[src/rtl/fetch_pc_gen_pkg.sv]
// Shared types and constants for the fetch PC generator: redirect bus layout,
// default reset PC and the redirect FSM encoding.
package fetch_pc_gen_pkg;

  localparam int BR_WD = 33;
  localparam logic [31:0] RESET_PC_DEF = 32'hBFC0_0000;

  typedef enum logic [0:0] {
    ST_SEQ     = 1'b0,
    ST_BP_PEND = 1'b1
  } fetch_state_e;

  // Both redirect buses are {enable, target}.
  typedef struct packed {
    logic        e;
    logic [31:0] target;
  } redirect_t;

endpackage

[src/rtl/fetch_pc_gen_if.sv]
// Instruction-fetch bus between the PC generator (master) and instruction memory (slave).
interface fetch_pc_gen_if;
  // Handshake: a request is accepted in any cycle where inst_req and inst_addr_ok
  // are both high; inst_addr is stable while inst_req waits for inst_addr_ok.
  // inst_data_ok returns the oldest accepted request, strictly in order, at most
  // one per cycle, and only while at least one request is outstanding.
  logic        inst_req;
  logic [31:0] inst_addr;
  logic        inst_addr_ok;
  logic        inst_data_ok;

  modport master (
    output inst_req,
    output inst_addr,
    input  inst_addr_ok,
    input  inst_data_ok
  );

  modport slave (
    input  inst_req,
    input  inst_addr,
    output inst_addr_ok,
    output inst_data_ok
  );
endinterface

[src/rtl/fetch_req_fifo.sv]
// In-order tracking FIFO for outstanding fetch requests: each entry holds the
// request PC and a kill bit that suppresses its response.
module fetch_req_fifo #(
  parameter int DEPTH = 2
) (
  input  logic                       clk,
  input  logic                       rst,
  input  logic                       push,
  input  logic [31:0]                push_pc,
  input  logic                       kill_push,
  input  logic                       kill_all,
  input  logic                       pop,
  output logic [31:0]                head_pc,
  output logic                       head_kill,
  output logic                       empty,
  output logic [$clog2(DEPTH+1)-1:0] count
);

  localparam int PW = (DEPTH > 1) ? $clog2(DEPTH) : 1;
  localparam int CW = $clog2(DEPTH + 1);

  logic [31:0]    pc_q [DEPTH];
  logic [31:0]    pc_d [DEPTH];
  logic [DEPTH-1:0] kill_q, kill_d;
  logic [PW-1:0]  rd_ptr_q, rd_ptr_d;
  logic [PW-1:0]  wr_ptr_q, wr_ptr_d;
  logic [CW-1:0]  count_q, count_d;
  logic           do_push, do_pop;

  function automatic logic [PW-1:0] ptr_inc(input logic [PW-1:0] p);
    return (p == PW'(DEPTH - 1)) ? '0 : p + 1'b1;
  endfunction

  always_comb begin
    pc_d     = pc_q;
    kill_d   = kill_q;
    rd_ptr_d = rd_ptr_q;
    wr_ptr_d = wr_ptr_q;
    count_d  = count_q;
    do_pop   = pop & (count_q != '0);
    do_push  = push & (count_q != CW'(DEPTH));
    // Marking free slots too is harmless: a push always rewrites its kill bit.
    if (kill_all) kill_d = '1;
    if (do_pop) rd_ptr_d = ptr_inc(rd_ptr_q);
    if (do_push) begin
      pc_d[wr_ptr_q]   = push_pc;
      kill_d[wr_ptr_q] = kill_push | kill_all;
      wr_ptr_d         = ptr_inc(wr_ptr_q);
    end
    unique case ({do_push, do_pop})
      2'b10:   count_d = count_q + 1'b1;
      2'b01:   count_d = count_q - 1'b1;
      default: count_d = count_q;
    endcase
  end

  always_ff @(posedge clk) begin
    if (rst) begin
      kill_q   <= '0;
      rd_ptr_q <= '0;
      wr_ptr_q <= '0;
      count_q  <= '0;
    end else begin
      kill_q   <= kill_d;
      rd_ptr_q <= rd_ptr_d;
      wr_ptr_q <= wr_ptr_d;
      count_q  <= count_d;
    end
  end

  always_ff @(posedge clk) begin
    pc_q <= pc_d;
  end

  always_ff @(posedge clk) begin
    if (!rst) begin
      assert (!(pop && count_q == '0))
        else $error("fetch_req_fifo: inst_data_ok with no outstanding request");
    end
  end

  assign head_pc   = pc_q[rd_ptr_q];
  assign head_kill = kill_q[rd_ptr_q];
  assign empty     = (count_q == '0);
  assign count     = count_q;

endmodule

[src/rtl/fetch_pc_gen.sv]
// Fetch PC generator: issues paired-instruction fetch requests, applies branch
// and predictor redirects, and tags returning data as live or killed.
module fetch_pc_gen
  import fetch_pc_gen_pkg::*;
#(
  parameter logic [31:0] RESET_PC   = RESET_PC_DEF,
  parameter int          FIFO_DEPTH = 2
) (
  input  logic                   clk,
  input  logic                   reset,
  input  logic                   stall,
  input  logic [BR_WD-1:0]       br_bus,
  input  logic [BR_WD-1:0]       bp_bus,
  output logic [31:0]            current_pc1,
  output logic [31:0]            current_pc2,
  fetch_pc_gen_if.master         ibus,
  output logic                   resp_valid,
  output logic [31:0]            resp_pc,
  output fetch_state_e           state_dbg
);

  localparam int CW = $clog2(FIFO_DEPTH + 1);

  redirect_t    br, bp;
  fetch_state_e state_q, state_d;
  logic [31:0]  pc_q, pc_d;
  logic [31:0]  bp_tgt_q, bp_tgt_d;
  logic         bp_arm_q, bp_arm_d;
  logic         last_acc_q, last_acc_d;
  logic         accept, bp_take, kill_all, kill_push;
  logic [31:0]  head_pc;
  logic         head_kill, fifo_empty;
  logic [CW-1:0] fifo_count;

  assign br = redirect_t'(br_bus);
  assign bp = redirect_t'(bp_bus);

  assign ibus.inst_req  = ~reset & ~stall & (fifo_count < CW'(FIFO_DEPTH));
  assign ibus.inst_addr = pc_q;
  assign accept         = ibus.inst_req & ibus.inst_addr_ok;
  // The predictor holds its output across a stall, so only the first cycle
  // after a non-stalled, non-redirected cycle carries a fresh prediction.
  assign bp_take        = bp.e & bp_arm_q & (state_q == ST_SEQ);

  always_comb begin
    pc_d      = pc_q;
    state_d   = state_q;
    bp_tgt_d  = bp_tgt_q;
    kill_all  = 1'b0;
    kill_push = 1'b0;
    if (br.e) begin
      pc_d     = br.target;
      state_d  = ST_SEQ;
      kill_all = 1'b1;
    end else if (state_q == ST_BP_PEND) begin
      if (accept) begin
        pc_d    = bp_tgt_q;
        state_d = ST_SEQ;
      end
    end else if (bp_take) begin
      if (last_acc_q) begin
        // Hit pair already issued; whatever follows it this cycle is wrong-path.
        pc_d      = bp.target;
        kill_push = accept;
      end else if (accept) begin
        // Hit pair is being issued right now, so redirect without waiting.
        pc_d = bp.target;
      end else begin
        bp_tgt_d = bp.target;
        state_d  = ST_BP_PEND;
      end
    end else if (accept) begin
      pc_d = pc_q + 32'd8;
    end
    bp_arm_d   = ~stall & ~br.e;
    last_acc_d = accept;
  end

  always_ff @(posedge clk) begin
    if (reset) begin
      pc_q       <= RESET_PC;
      state_q    <= ST_SEQ;
      bp_tgt_q   <= '0;
      bp_arm_q   <= 1'b0;
      last_acc_q <= 1'b0;
    end else begin
      pc_q       <= pc_d;
      state_q    <= state_d;
      bp_tgt_q   <= bp_tgt_d;
      bp_arm_q   <= bp_arm_d;
      last_acc_q <= last_acc_d;
    end
  end

  fetch_req_fifo #(
    .DEPTH (FIFO_DEPTH)
  ) u_req_fifo (
    .clk       (clk),
    .rst       (reset),
    .push      (accept),
    .push_pc   (pc_q),
    .kill_push (kill_push),
    .kill_all  (kill_all),
    .pop       (ibus.inst_data_ok & ~reset),
    .head_pc   (head_pc),
    .head_kill (head_kill),
    .empty     (fifo_empty),
    .count     (fifo_count)
  );

  assign current_pc1 = pc_q;
  assign current_pc2 = pc_q + 32'd4;
  assign resp_valid  = ibus.inst_data_ok & ~fifo_empty & ~head_kill & ~reset;
  assign resp_pc     = head_pc;
  assign state_dbg   = state_q;

endmodule

[src/flat_wrapper.sv]
// flat-port wrapper written by rule: the top's interface ports become plain ports
module fetch_pc_gen_flat import fetch_pc_gen_pkg::*;
#(
  parameter logic [31:0] RESET_PC   = RESET_PC_DEF,
  parameter int          FIFO_DEPTH = 2
)
  (clk, reset, stall, br_bus, bp_bus, current_pc1, current_pc2, resp_valid, resp_pc, state_dbg, ibus_inst_req, ibus_inst_addr, ibus_inst_addr_ok, ibus_inst_data_ok);
  fetch_pc_gen_if ibus_i ();
  input  logic clk;
  input  logic reset;
  input  logic stall;
  input  logic [BR_WD-1:0] br_bus;
  input  logic [BR_WD-1:0] bp_bus;
  output logic [31:0] current_pc1;
  output logic [31:0] current_pc2;
  output logic resp_valid;
  output logic [31:0] resp_pc;
  output fetch_state_e state_dbg;
  output wire logic [$bits(ibus_i.inst_req)-1:0] ibus_inst_req;
  output wire logic [$bits(ibus_i.inst_addr)-1:0] ibus_inst_addr;
  input wire logic [$bits(ibus_i.inst_addr_ok)-1:0] ibus_inst_addr_ok;
  input wire logic [$bits(ibus_i.inst_data_ok)-1:0] ibus_inst_data_ok;
  assign ibus_inst_req = ibus_i.inst_req;
  assign ibus_inst_addr = ibus_i.inst_addr;
  assign ibus_i.inst_addr_ok = ibus_inst_addr_ok;
  assign ibus_i.inst_data_ok = ibus_inst_data_ok;
  fetch_pc_gen #(.RESET_PC(RESET_PC), .FIFO_DEPTH(FIFO_DEPTH)) u_core (.clk(clk), .reset(reset), .stall(stall), .br_bus(br_bus), .bp_bus(bp_bus), .current_pc1(current_pc1), .current_pc2(current_pc2), .ibus(ibus_i), .resp_valid(resp_valid), .resp_pc(resp_pc), .state_dbg(state_dbg));
endmodule
[config.mk]
export PLATFORM = sky130hd
export DESIGN_NAME = fetch_pc_gen_flat
export DESIGN_NICKNAME = d
export VERILOG_FILES = /design/src/rtl/fetch_pc_gen_pkg.sv /design/src/rtl/fetch_pc_gen_if.sv /design/src/rtl/fetch_req_fifo.sv /design/src/rtl/fetch_pc_gen.sv /design/src/flat_wrapper.sv
export SDC_FILE = /design/constraint.sdc
export NUM_CORES = 1
export LEC_CHECK = 0
export BUFFER_PORTS_ARGS = -buffer_cell sky130_fd_sc_hd__buf_4
export CORE_MARGIN = 8
export CORE_UTILIZATION = 48
export CTS_CLUSTER_SIZE = 20
export DETAILED_ROUTE_END_ITERATION = 8
export PLACE_DENSITY = 0.84
export SETUP_SLACK_MARGIN = 0.5
export SYNTH_ARGS = -nofsm -noshare
export SYNTH_HDL_FRONTEND = slang
export SYNTH_SLANG_ARGS = --single-unit
export TNS_END_PERCENT = 20
[constraint.sdc]
create_clock -name clk -period 2.7 [get_ports clk]
set_input_delay 0.675 -clock clk [delete_from_list [all_inputs] [get_ports clk]]
set_output_delay 0.675 -clock clk [all_outputs]
set_load 0.05 [all_outputs]
=== Yosys cells after proc, flatten, opt, wreduce, memory -nomap -nowiden ===
Cells that the tools add are included.

* Add/sub/neg operators: 6
* Magnitude comparators: 7
* Eq/ne operators: 4
* Muxes and demuxes: 32
* Bitwise logic cells: 23
* Reduce and logical (&&, ||, !) cells: 10

{| class="wikitable"
|+ Operators with widths
! cell !! number
|-
| two-way mux 32 bit || 11
|-
| bitwise mux 64 bit || 1
|-
| adder 32 x 3 -> 32 bit, second input constant || 1
|-
| adder 32 x 4 -> 32 bit, second input constant || 1
|-
| demux 32 bit (select 1 bit) || 1
|-
| two-way mux 1 bit || 14
|-
| bitwise AND 1 bit || 12
|-
| inverter 1 bit || 8
|-
| nonzero test 3 bit || 2
|-
| AND reduction 5 bit || 1
|-
| >= comparator 2 bit, second input constant || 2
|-
| less-than comparator 1 x 2 -> 1 bit, second input constant || 2
|-
| two-way mux 2 bit || 2
|-
| inverter 1 -> 2 bit || 2
|-
| one-hot mux 2 bit (2 select lines) || 1
|-
| nonzero test 2 bit || 2
|-
| inequality test 3 bit, second input constant || 1
|-
| AND reduction 3 bit || 1
|-
| adder 1 bit, second input constant || 2
|-
| adder 2 x 1 -> 2 bit, second input constant || 1
|-
| bitwise mux 2 bit || 1
|-
| equality test 2 x 1 -> 1 bit, second input constant || 1
|-
| equality test 2 bit, second input constant || 1
|-
| logical AND 1 bit || 2
|-
| other kinds (9) || 9
|}

* Flip-flop bits (word level): 137
* Output and inout bits: 131
* Word-level logic and storage cells: 93

=== Longest topological paths before layout ===
Gate-level depths: netlist of the first run.

* Word-level depth: 11
* Mapped depth: 8
* Depth with buffers taken out: 6

=== Hierarchy ===
Synthesis of the first run repeated with hierarchy kept, for this count alone.

* Cell total of the unflattened synthesis: 791
* Area total of the unflattened synthesis: 7258.2 µm²

{| class="wikitable"
|+ By module, submodules not included
! module !! times used !! cells an instance !! area an instance (µm²) !! sequential area each (µm²)
|-
| fetch_pc_gen || 1 || 660 || 4667.0 || 1341.3
|-
| fetch_req_fifo || 1 || 131 || 2591.2 || 2042.0
|}

=== Least setup slack after synthesis of the first run ===
OpenSTA, ideal clock, no wires.

* Path type: input-to-output
* From: input ibus_inst_data_ok
* To: output resp_valid
* Data arrival time: 3297 ps
* Path slack: -1272 ps
* Stages on the path: 2
* Path through: o21ai_0 a2111oi_0

* Longest elaborated chain between the ends: 3

{| class="wikitable"
|+ Ends and longest elaborated chain
! item !! RTL line !! RTL
|-
| start: declaration || flat_wrapper.sv:22 || <nowiki>input wire logic [$bits(ibus_i.inst_data_ok)-1:0] ibus_inst_data_ok;</nowiki>
|-
| bitwise AND 1 bit (3 in series) || fetch_pc_gen.sv:113 || <nowiki>assign resp_valid = ibus.inst_data_ok & ~fifo_empty & ~head_kill & ~reset;</nowiki>
|-
| end: declaration || flat_wrapper.sv:16 || <nowiki>output logic resp_valid;</nowiki>
|}

No other way between the ends.

=== Worst setup path in the final report of the first run ===
* From: register u_core.pc_q[3], in the netlist u_core.current_pc1[3]
* To: output current_pc2[23]

* Longest elaborated chain between the ends: 1

{| class="wikitable"
|+ Ends and longest elaborated chain
! item !! RTL line !! RTL
|-
| start: declaration || fetch_pc_gen.sv:26 || <nowiki>logic [31:0] pc_q, pc_d;</nowiki>
|-
| start signal: assignment || fetch_pc_gen.sv:87 || <nowiki>pc_q <= pc_d;</nowiki>
|-
| adder 32 x 3 -> 32 bit || fetch_pc_gen.sv:112 || <nowiki>assign current_pc2 = pc_q + 32'd4;</nowiki>
|-
| end: declaration || flat_wrapper.sv:15 || <nowiki>output logic [31:0] current_pc2;</nowiki>
|}

No other way between the ends.

==> results of run 1 <==
==> final timing paths <==
check	startpoint	to	slack, ns	cells after the start
min reg2reg	u_core.bp_tgt_q[0]$_SDFFE_PP0P_	u_core.bp_tgt_q[0]$_SDFFE_PP0P_	0.45	2
max	u_core.current_pc1[3]$_SDFFE_PP0P_	current_pc2[23]	-0.25	7
max reg2reg	u_core.current_pc1[3]$_SDFFE_PP0P_	u_core.current_pc1[19]$_SDFFE_PP0P_	0.42	7
min	u_core.bp_tgt_q[0]$_SDFFE_PP0P_	u_core.bp_tgt_q[0]$_SDFFE_PP0P_	0.45	2
==> kinds of logic after synthesis <==
| logic type | Yosys count | share of synthesized area (%) |
|---|---|---|
| and+or+nand+nor | 279 | 18.7 |
| AOI/OAI and AO/OA | 174 | 15.2 |
| DFF | 137 | 46.9 |
| buffers and inverters | 104 | 7.32 |
| muxes | 42 | 6.40 |
| xor gates and xnor gates | 41 | 4.98 |
| adders and majority gates | 3 | 0.521 |
==> placed cells by master, fill, tap and decap left out, drive strengths merged, types with 3 or more instances in the layout <==
| cell type | count |
|---|---|
| buf | 276 |
| nand2 | 122 |
| dfxtp | 73 |
| a21oi | 68 |
| edfxtp | 64 |
| nor2 | 41 |
| mux2 | 33 |
| o21ai | 31 |
| nand3 | 27 |
| clkbuf | 22 |
| xnor2 | 21 |
| xor2 | 20 |
| nor3 | 16 |
| nand4 | 15 |
| a211oi | 13 |
| and3 | 13 |
| a31oi | 12 |
| inv | 11 |
| mux2i | 9 |
| or3 | 7 |
| nand2b | 7 |
| nor4 | 7 |
| o211ai | 6 |
| and2 | 6 |
| clkinv | 6 |
| a22o | 4 |
| nor2b | 4 |
| a221oi | 3 |
| o22ai | 3 |
| o311a | 3 |
| o31ai | 3 |
| bufinv | 3 |
| or4 | 3 |
| ha | 3 |
==> power breakdown <==
group          internal (mW)  leakage, nW  switching, mW  total (mW)
Combinational          0.561         2.86          0.943        1.50
Sequential              2.25         1.18         0.0968        2.34
Clock                   1.44        0.279          0.864        2.30
==> per-stage QoR <==
stage                     power, mW  cell area [um^2]  std cells  worst slack, ns
final                          6.15             10800       1180           -0.245
after global routing           6.31             10800       1180           -0.289
after CTS                      6.12             10700       1174           -0.235
after detailed placement       3.75              9500       1124           0.0982
after global placement         3.73              9500       1124            0.159
after floorplan                3.32              7850        780          -0.0417
==> tightest hold or removal path, delay by kind of cell (launching register included) <==
kind / cells / cell delay, ns
AO/OA/AOI/OAI: 1 / 0.05
AND/OR/NAND/NOR: 1 / 0.05
flip-flops: 1 / 0.30
==> area by class of cell <==
type	count	area (um^2)	share of cell area (%)
inverters	11	41.3	0.382
clock inverters	10	126	1.17
diodes	1	2.50	0.0232
repair buffers	276	2410	22.3
well taps	184	230	2.13
clock buffers	22	444	4.11
flip-flops and latches	137	3460	32.1
multi-input cells	539	4080	37.8
==> layer usage <==
metal,up-vias,GRT usage [%],share of wire (%)
met5,-,0,0
met4,0,12.1,3.5
met3,57,6.68,9.9
met2,423,41.3,48
met1,3313,30.4,38
li1,3189,-,-
==> synth_stat cells, types with 4 or more instances <==
cell	count
sky130_fd_sc_hd__nand2_1	122
sky130_fd_sc_hd__nor2b_1	4
sky130_fd_sc_hd__a31oi_1	12
sky130_fd_sc_hd__edfxtp_1	64
sky130_fd_sc_hd__nand4_1	15
sky130_fd_sc_hd__or3_1	7
sky130_fd_sc_hd__a21oi_1	68
sky130_fd_sc_hd__nor2_1	41
sky130_fd_sc_hd__dfxtp_1	73
sky130_fd_sc_hd__inv_1	10
sky130_fd_sc_hd__mux2i_1	9
sky130_fd_sc_hd__buf_1	5
sky130_fd_sc_hd__a22o_1	4
sky130_fd_sc_hd__nand3_1	25
sky130_fd_sc_hd__xor2_1	20
sky130_fd_sc_hd__mux2_2	33
sky130_fd_sc_hd__and3_1	13
sky130_fd_sc_hd__a211oi_1	13
sky130_fd_sc_hd__buf_4	34
sky130_fd_sc_hd__xnor2_1	21
sky130_fd_sc_hd__nand2b_1	7
sky130_fd_sc_hd__nor3_1	16
sky130_fd_sc_hd__o211ai_1	6
sky130_fd_sc_hd__buf_2	8
sky130_fd_sc_hd__clkbuf_1	46
sky130_fd_sc_hd__o21ai_0	31
sky130_fd_sc_hd__nor4_1	4
sky130_fd_sc_hd__and2_1	6
==> state kept, by name (all words and copies together) (netlist names) <==
register and flops:
u_core.bp_arm_q 1, u_core.bp_tgt_q 32, u_core.current_pc1 32, u_core.last_acc_q 1
u_core.state_dbg 1, u_core.u_req_fifo.count 2, u_core.u_req_fifo.kill_q 2, u_core.u_req_fifo.pc_q 64
u_core.u_req_fifo.rd_ptr_q 1, u_core.u_req_fifo.wr_ptr_q 1
==> repair_timing <==
item	4_1_cts	5_1_grt
resized for setup	117	21
endpoints found under the setup margin	61	72
buffers inserted	18	5
pin swaps	20	15
==> flow_summary_export.csv, run 1 <==
group,metric,value,unit
finish,fill_cells,945,
clock_tree,root_buffer,"sky130_fd_sc_hd__clkbuf_16",
status,failing_checks,"negative setup slack",
synthesis,post_synth_instance_area,7210,um^2
synthesis,netlist.top_cell.by_area,"sky130_fd_sc_hd__edfxtp_1",
sta,fin_worst_hold_slack,0.449,ns
synthesis,synth_edf_count,64,
global_route,grt_antenna_before_repair,1,
synthesis,ys_ff_latch,137,
finish,final_nets,1056,
sta,final.setup_skew,0.00873,ns
synthesis,syn_nets,854,
finish,final_util,74.0,%
drt,drt_pass1_iterations,5,
clock_tree,hold_buffers_post_cts,0,
finish,final_layout_size_suffix_gt1_share,43.1,%
clock_tree,cts.sink_count,137,
clock_tree,clock_tree_from_tritoncts,"yes",
drt,drt-initial-drc-count,853,
drt,wirelength,25400,um
synthesis,ys_flop_type,"sky130_fd_sc_hd__dfxtp_1",
global_route,grt_pass1_vias,6844,
global_route,grt_first_pass_wirelength,39100,um
setup_path,critical-path-max-stage-delay,0.57,ns
status,status,"finished with violations",
synthesis,synth_async_sr_flop_share,0,%
drt,num_vias,6982,
global_route,grt_max_degree,36,
sta,finalHoldViolCount,0,
floorplanning,core-area,14600,um^2
sta,final.setup.tns,-2.41,ns
synthesis,synthDominantCellAreaShare,26.7,%
setup_path,cp.arrival,2.27,ns
power_and_ir_drop,vdd_ir_drop_max,0.000463,V
clock_tree,clock_tree.buffer_depth,2,
synthesis,avgSynthCellArea,9.24,um^2
sta,grt_setup_unrepaired,"true",
floorplanning,die_width,139,um
global_route,grt.total_usage,25.3,%
drt,avgViaCountPerCell,5.92,
setup_path,critPathSlowestCell,"sky130_fd_sc_hd__or4_4",
place,place.gp.congestion,0.951,
setup_path,criticalPathCategory,"flip-flop to output port",
worst_hold_path,hp-class,"flip-flop to flip-flop",
clock_tree,clock_latency,0.43,ns
floorplanning,die_area,19200,um^2
sta,worst_slew_pin_slew,0.778,ns
synthesis,yosysWarningCount,0,
sta,fin_ws,-0.245,ns
clock_tree,clk_pin_slew_worst_paths,0.06,ns
setup_path,worstPathRequired,2.03,ns
setup_path,path_cells,"ha_4 -> nand3_4 -> or4_4 -> nor3_4 -> nand2_2 -> xnor2_4 -> buf_6",
sta,setup_violations,18,
sta,achievable-frequency,340,MHz
clock_tree,clock_tree.htree_level_count,4,
power_and_ir_drop,power.leakage,4.31,nW
floorplanning,chipHeight,139,um
place,numPortBuffers,201,
setup_path,worstPathMaxFanout,5,
sta,max_slew_violations,0,
floorplanning,ios,202,
setup_path,worstSetupEndpointType,"output port",
drt,detail-route-antenna-nets,0,
floorplanning,initial_core_util,49.4,%
setup_path,setup.worst_path.start_class,"flip-flop",
clock_tree,tritoncts_buffers,17,
drt,wl_per_cell,21.5,um
global_route,total_grt_overflow,0,
finish,area_delta_synth_final,49.8,%
sta,max-slew-margin-rel,47.9,%
synthesis,ys_seq_area_share,46.9,%
place,dp_hpwl,17700,um
synthesis,yosys.cell_types.count,64,
setup_path,crit_family,"simple AND/OR/NAND/NOR gates",
power_and_ir_drop,power_density_normalized_to_cell_area,569,nW/um^2
sta,min_period,2.95,ns
synthesis,synthCells,780,
job,max_cap_violations,0,
setup_path,critical_path_buf_inv_count,1,
drt,post-route-drc-count,0,
floorplanning,core.rowCount,44,
sta,period_utilization,109,%
synthesis,ranking_of_synthesized_cells_by_area,"sky130_fd_sc_hd__edfxtp_1 (27%), sky130_fd_sc_hd__dfxtp_1 (20%), sky130_fd_sc_hd__nand2_1 (6.4%), sky130_fd_sc_hd__mux2_2 (5.2%), sky130_fd_sc_hd__a21oi_1 (4.7%)",
Power figures use the tool's default switching activity.
==> run 2: changes to the inputs <==
- CORE_UTILIZATION: 48 -> 42
- PLACE_DENSITY: 0.84 -> 0.76
==> run 2 against run 1 <==
Against the previous run: the run still ends with negative setup slack left; critical path type unchanged; utilization down 7.8 points; wire length shrank 1.1%; non-clock buffer count up 22; clock skew is 0.0019 ns lower; via count decreased by 0.95%; critical path depth is 1 lower; die area is 13% higher; final area grew 4.6%; sequential share of layout area down 1.4 points; combinational power is 4% higher; clock power is 7% higher; highest routed layer unchanged.
==> flow_summary_export.csv, run 2 (same netlist as run 1, synthesis figures left out) <==
group,metric,value,unit
sta,worst_slew_pin_slew,0.697,ns
power_and_ir_drop,seqPwrFrac,36.7,%
place,dp_worst_setup_slack,0.109,ns
finish,most_common_library_cell_in_the_layout_ignoring_fill_and_taps,"sky130_fd_sc_hd__buf_4",
floorplanning,die_area,21600,um^2
setup_path,setup.worst_path.start_class,"flip-flop",
clock_tree,cts.sink_count,137,
clock_tree,root_buffer,"sky130_fd_sc_hd__clkbuf_16",
finish,largest_register_ff_count,64,
setup_path,worstSetupEndpointType,"output port",
clock_tree,tritoncts_buffers,17,
sta,finalHoldViolCount,0,
status,failing_checks,"negative setup slack",
place,numPortBuffers,201,
power_and_ir_drop,psw,1.94,mW
power_and_ir_drop,power_density_normalized_to_cell_area,563,nW/um^2
place,dp_hpwl,17300,um
power_and_ir_drop,power.internal,4.42,mW
sta,max-slew-margin-rel,53.5,%
drt,drt-initial-drc-count,618,
drt,drt_pass1_iterations,6,
drt,num_vias,6916,
global_route,grt_antenna_before_repair,0,
setup_path,timing.reg2reg.setup_slack,0.51,ns
global_route,grt_max_degree,67,
finish,layout.cells.most_common_list,"sky130_fd_sc_hd__buf_4 (227), sky130_fd_sc_hd__nand2_1 (119), sky130_fd_sc_hd__a21oi_1 (67)",
finish,area_delta_synth_final,56.7,%
clock_tree,clk_pin_slew_worst_paths,0.06,ns
global_route,grt.total_usage,22.2,%
floorplanning,ios,202,
power_and_ir_drop,power.leakage,4.57,nW
sta,min_period,2.92,ns
sta,period_utilization,108,%
finish,largest_register,"u_core.u_req_fifo.pc_q",
sta,final.setup_skew,0.00680,ns
sta,final.setup.tns,-2.13,ns
status,status,"finished with violations",
setup_path,cp.arrival,2.25,ns
power_and_ir_drop,fin_total_pwr,6.36,mW
sta,achievable-frequency,342,MHz
drt,detail-route-antenna-nets,0,
sta,fin_ws,-0.221,ns
floorplanning,die_width,147,um
finish,final_layout_size_suffix_gt1_share,45.4,%
place,place.gp.congestion,0.880,
clock_tree,clock_tree.htree_level_count,4,
power_and_ir_drop,vdd_ir_drop_max,0.000463,V
drt,post-route-drc-count,0,
clock_tree,hold_buffers_post_cts,0,
finish,final_nets,1078,
sta,grt_setup_unrepaired,"true",
floorplanning,chipHeight,147,um
drt,wl_per_cell,20.2,um
finish,ff_latch_area,3470,um^2
setup_path,worstPathMaxFanout,6,
drt,wirelength,25100,um
sta,setup_violations,18,
clock_tree,clock_tree_from_tritoncts,"yes",
setup_path,criticalPathCategory,"flip-flop to output port",
drt,avgViaCountPerCell,5.57,
finish,final_util,66.2,%
finish,num_antenna_cells,0,
floorplanning,initial_core_util,42.3,%
global_route,grt_first_pass_wirelength,38200,um
power_and_ir_drop,p_sw_share,30.6,%
global_route,total_grt_overflow,0,
job,max_cap_violations,0,
clock_tree,clock_tree.buffer_depth,2,
worst_hold_path,hp-class,"input pin to flip-flop",
global_route,grt_pass1_vias,6755,
finish,multiInputGateArea,4170,um^2
power_and_ir_drop,comb_power_share,24.6,%
finish,fill_cells,1274,
sta,max_slew_violations,0,
setup_path,worstPathRequired,2.03,ns
floorplanning,core-area,17100,um^2
floorplanning,core.rowCount,48,
clock_tree,clock_latency,0.43,ns
power_and_ir_drop,clkPwrFrac,38.7,%
-- run 2: cell types whose count changed in the layout (fill, tap and decap cells not counted), moves of 3 or more --
cell / previous run / this run
sky130_fd_sc_hd__nor2_2: 3 / 0
sky130_fd_sc_hd__buf_4: 219 / 227
sky130_fd_sc_hd__clkbuf_1: 5 / 0
sky130_fd_sc_hd__clkbuf_8: 0 / 4
sky130_fd_sc_hd__buf_8: 24 / 39
sky130_fd_sc_hd__buf_6: 29 / 26
-- run 2: layout make-up --
| cell class | instances | share of cell area [%] |
|---|---|---|
| Clock buffer | 23 | 4.69 |
| Clock inverter | 9 | 0.930 |
| Inverter | 11 | 0.365 |
| Multi-Input combinational cell | 539 | 36.9 |
| Sequential cell | 137 | 30.7 |
| Tap cell | 225 | 2.49 |
| Timing Repair Buffer | 298 | 24.0 |
-- run 2: repair_timing --
action,in CTS,in global routing
setup buffers,16,22
resized for setup,125,55
endpoints found under the hold margin,0,0
gates cloned,0,0
pin swaps,15,20
endpoints found under the setup margin,60,81
-- run 2: routing by layer --
layer  part of all wire, %  GRT usage, %  wire length (um)  vias up
li1                      -             -                 -     3227
met2                    49          36.3             12400      321
met4                   3.2          8.62               793        0
met5                     0             0                 0        -
met1                    40          27.6             10100     3309
met3                   7.4          5.94              1870       59
-- run 2: worst max-delay path, cell delays in order (launching register included) --
cell and delay (ns):
sky130_fd_sc_hd__dfxtp_4 0.38, sky130_fd_sc_hd__nand4_1 0.19, sky130_fd_sc_hd__or2_2 0.41, sky130_fd_sc_hd__nor3b_4 0.27, sky130_fd_sc_hd__nand2_1 0.17, sky130_fd_sc_hd__xnor2_4 0.18
sky130_fd_sc_hd__buf_4 0.21
-- run 2: stage by stage --
step | instances | hold WS [ns] | area [um^2]
floorplan | 780 | 0.432 | 7850
global placement | 1172 | 0.438 | 9630
detailed placement | 1172 | 0.444 | 9630
CTS | 1220 | 0.425 | 10900
global route | 1242 | 0.440 | 11300
finish | 1242 | 0.441 | 11300
-- run 2: path summary, 6_finish.rpt --
kind                                  startpoint  cells past startpoint                             endpoint
max          u_core.current_pc1[15]$_SDFFE_PP0P_                      6                      current_pc2[21]
min                                        stall                      2           u_core.bp_arm_q$_SDFF_PP0_
max reg2reg   u_core.current_pc1[3]$_SDFFE_PP0P_                      7  u_core.current_pc1[19]$_SDFFE_PP0P_
min reg2reg      u_core.bp_tgt_q[1]$_SDFFE_PP0P_                      2      u_core.bp_tgt_q[1]$_SDFFE_PP0P_
-- run 2: power by group through the flow --
stage	registers, mW	clock network (mW)	logic, mW
after floorplan	2.49	0	0.831
after global placement	2.38	0	1.36
after detailed placement	2.38	0	1.37
after CTS	2.34	2.48	1.49
after global routing	2.34	2.58	1.63
final	2.33	2.46	1.56
==> run 3: changes to the inputs <==
- HOLD_SLACK_MARGIN: default -> 0.05
- PLACE_DENSITY: 0.76 -> default
- PLACE_DENSITY_LB_ADDON: default -> 0.3
- SYNTH_HIERARCHICAL: default -> 1
==> run 3 against run 2 <==
Against the previous run: largest power group is now sequential cells; combinational power fell by 3%; sequential cell count did not move; clock power fell by 7%; via count rose by 1.3%; the flow still finishes with violations (negative setup slack); utilization fell by 1.4 points; clock skew rose by 0.0045 ns; final cell count fell by 0.48%; worst setup slack improved by 0.12 ns; synthesized cell count rose by 1.4%; first-iteration DRC count rose by 13%.
==> flow_summary_export.csv, run 3 <==
group,metric,value,unit
synthesis,synth_most_common_cell,"sky130_fd_sc_hd__nand2_1",
synthesis,yosys.cell_types.count,64,
power_and_ir_drop,psw,1.92,mW
synthesis,netlist.top_cell.by_area,"sky130_fd_sc_hd__edfxtp_1",
sta,grt_setup_unrepaired,"true",
global_route,grt_first_pass_wirelength,38100,um
drt,avgViaCountPerCell,5.67,
drt,wl_per_cell,20.1,um
clock_tree,tritoncts_buffers,17,
finish,postLayoutCellArea,11100,um^2
drt,post-route-drc-count,0,
drt,drt-initial-drc-count,697,
synthesis,yosysWarningCount,6,
setup_path,cp.arrival,2.13,ns
power_and_ir_drop,vdd_ir_drop_max,0.000455,V
drt,wirelength,24900,um
drt,drt_pass1_iterations,5,
place,dpl.cell_count,1175,
drt,num_vias,7006,
finish,area_delta_synth_final,52.9,%
setup_path,criticalPathCategory,"flip-flop to output port",
finish,final_nets,1071,
sta,final.setup_skew,0.0113,ns
floorplanning,initial_core_util,42.4,%
sta,achievable-frequency,357,MHz
synthesis,synthDominantCellAreaShare,26.5,%
finish,final_layout_size_suffix_gt1_share,44.2,%
floorplanning,die_area,21700,um^2
sta,finalHoldViolCount,0,
clock_tree,clock_tree.buffer_depth,2,
place,numPortBuffers,201,
synthesis,netlist_top_cells_count,"sky130_fd_sc_hd__nand2_1 (111), sky130_fd_sc_hd__dfxtp_1 (73), sky130_fd_sc_hd__a21oi_1 (66)",
place,place.gp.congestion,0.866,
power_and_ir_drop,power_density_normalized_to_cell_area,554,nW/um^2
setup_path,path_cells,"ha_4 -> and4_4 -> and3_4 -> and3_4 -> buf_6 -> xor2_4 -> buf_6",
synthesis,main_combinational_cell_family_by_area_after_synthesis,"simple AND/OR/NAND/NOR gates",
setup_path,worstPathMaxFanout,4,
synthesis,ys_ff_latch,137,
global_route,total_grt_overflow,0,
floorplanning,ios,202,
sta,fin_worst_hold_slack,0.436,ns
clock_tree,hold_buffers_post_cts,0,
synthesis,post_synthesis_xor_xnor_area_fraction,4.95,%
place,dp_hpwl,17400,um
setup_path,setup.worst_path.start_class,"flip-flop",
synthesis,avgSynthCellArea,9.18,um^2
power_and_ir_drop,p_sw_share,31.2,%
sta,period_utilization,104,%
clock_tree,clock_latency,0.43,ns
sta,final.setup.tns,-0.636,ns
global_route,grt.total_usage,22.2,%
synthesis,ranking_of_synthesized_cells_by_area,"sky130_fd_sc_hd__edfxtp_1 (26%), sky130_fd_sc_hd__dfxtp_1 (20%), sky130_fd_sc_hd__nand2_1 (5.7%), sky130_fd_sc_hd__mux2_2 (5.1%), sky130_fd_sc_hd__a21oi_1 (4.6%)",
power_and_ir_drop,power.internal,4.23,mW
setup_path,worstSetupEndpointType,"output port",
status,failing_checks,"negative setup slack",
clock_tree,clk_pin_slew_worst_paths,0.06,ns
drt,detail-route-antenna-nets,0,
finish,layoutNonFillerInstCount,1236,
sta,min_period,2.80,ns
finish,largest_register,"u_core/u_req_fifo/pc_q",
synthesis,post_synth_mux_area_share,6.22,%
place,placement.cell_area,9670,um^2
power_and_ir_drop,clkPwrFrac,37.4,%
synthesis,area_fraction_in_compound_gates_after_synthesis,15.1,%
clock_tree,cts.sink_count,137,
setup_path,worstPathRequired,2.03,ns
setup_path,critical_path_buf_inv_count,2,
setup_path,critical-path-max-stage-delay,0.38,ns
power_and_ir_drop,comb_power_share,24.6,%
place,dp_worst_setup_slack,0.0862,ns
synthesis,syn_nets,865,
global_route,grt_antenna_before_repair,1,
sta,max_slew_violations,0,
synthesis,yosys.area_share.adder,0.517,%
power_and_ir_drop,seqPwrFrac,38.1,%
synthesis,ys_flop_type,"sky130_fd_sc_hd__dfxtp_1",
finish,layout.cells.most_common_list,"sky130_fd_sc_hd__buf_4 (213), sky130_fd_sc_hd__nand2_1 (104), sky130_fd_sc_hd__a21oi_1 (66)",
finish,most_common_library_cell_in_the_layout_ignoring_fill_and_taps,"sky130_fd_sc_hd__buf_4",
global_route,grt_max_degree,68,
synthesis,ys_seq_area_share,46.6,%
clock_tree,root_buffer,"sky130_fd_sc_hd__clkbuf_16",
floorplanning,core-area,17100,um^2
synthesis,synth_edf_count,64,
clock_tree,clock_tree.htree_level_count,4,
sta,worst_slew_pin_slew,0.601,ns
worst_hold_path,hp-class,"input pin to flip-flop",
job,max_cap_violations,0,
power_and_ir_drop,power.leakage,4.41,nW
synthesis,post_synth_instance_area,7260,um^2
setup_path,critPathSlowestCell,"sky130_fd_sc_hd__dfxtp_4",
floorplanning,chipHeight,147,um
power_and_ir_drop,fin_total_pwr,6.14,mW
synthesis,synth_async_sr_flop_share,0,%
status,status,"finished with violations",
global_route,grt_pass1_vias,6729,
floorplanning,die_width,147,um
sta,setup_violations,16,
sta,fin_ws,-0.105,ns
clock_tree,clock_tree_from_tritoncts,"yes",
finish,largest_register_ff_count,64,
sta,max-slew-margin-rel,59.9,%
floorplanning,core.rowCount,48,
synthesis,synth_area_in_simple_gates,18.8,%
finish,final_util,64.8,%
synthesis,synthCells,791,
setup_path,crit_family,"simple AND/OR/NAND/NOR gates",
==> run 3: layout make-up <==
class | instances | area, um^2
Clock inverter | 8 | 53.8
Sequential cell | 137 | 3460
Fill cell | 1434 | 6020
Clock buffer | 24 | 546
Inverter | 12 | 48.8
Antenna cell | 1 | 2.50
Tap cell | 225 | 282
Multi-Input combinational cell | 542 | 4180
Timing Repair Buffer | 287 | 2520
==> run 3: worst register-to-register path: stages (launching register included) <==
cell and delay [ns]:
sky130_fd_sc_hd__dfxtp_4 0.37, sky130_fd_sc_hd__buf_4 0.14, sky130_fd_sc_hd__buf_4 0.11, sky130_fd_sc_hd__nand2_1 0.15, sky130_fd_sc_hd__or4_1 0.53, sky130_fd_sc_hd__or4_1 0.50, sky130_fd_sc_hd__a311o_1 0.33, sky130_fd_sc_hd__o2111ai_1 0.13
==> run 3: logic make-up (layout without fill, tap and decap cells) <==
family	count (synthesis)	count (layout)
and+or+nand+nor	285	285
DFF	137	137
xor gates and xnor gates	41	41
other	0	1
adders and majority gates	3	3
AOI/OAI and AO/OA	172	172
buffers and inverters	112	331
muxes	41	41
==> run 3: power groups by stage <==
stage	Sequential [mW]	Combinational (mW)	Clock [mW]
global route	2.35	1.58	2.40
detailed placement	2.40	1.37	0
floorplan	2.51	0.834	0
CTS	2.34	1.46	2.33
global placement	2.40	1.36	0
finish	2.34	1.51	2.30
==> run 3: final timing paths <==
kind                                       from                             endpoint  slack, ns  depth (start not counted)
min                                       stall           u_core/bp_arm_q$_SDFF_PP0_       0.44                          2
min reg2reg     u_core/bp_tgt_q[0]$_SDFFE_PP0P_      u_core/bp_tgt_q[0]$_SDFFE_PP0P_       0.45                          2
max reg2reg  u_core/current_pc1[4]$_SDFFE_PP0P_  u_core/current_pc1[28]$_SDFFE_PP1P_       0.35                          7
max          u_core/current_pc1[3]$_SDFFE_PP0P_                      current_pc2[23]      -0.10                          7
==> run 3: metal layers <==
metal	vias up	GRT usage, %	share of wire (%)
li1	3257	-	-
met1	3346	28.5	41
met2	350	35.5	48
met4	0	8.62	2.8
met3	53	5.38	7.5
met5	-	0	0
==> run 3: what timing repair did <==
action                                  in CTS  in global routing
pin swaps                                   23                 26
resized for setup                           71                 69
buffers inserted                            15                 13
hold endpoints to repair                     0                  0
endpoints found under the setup margin      64                 92
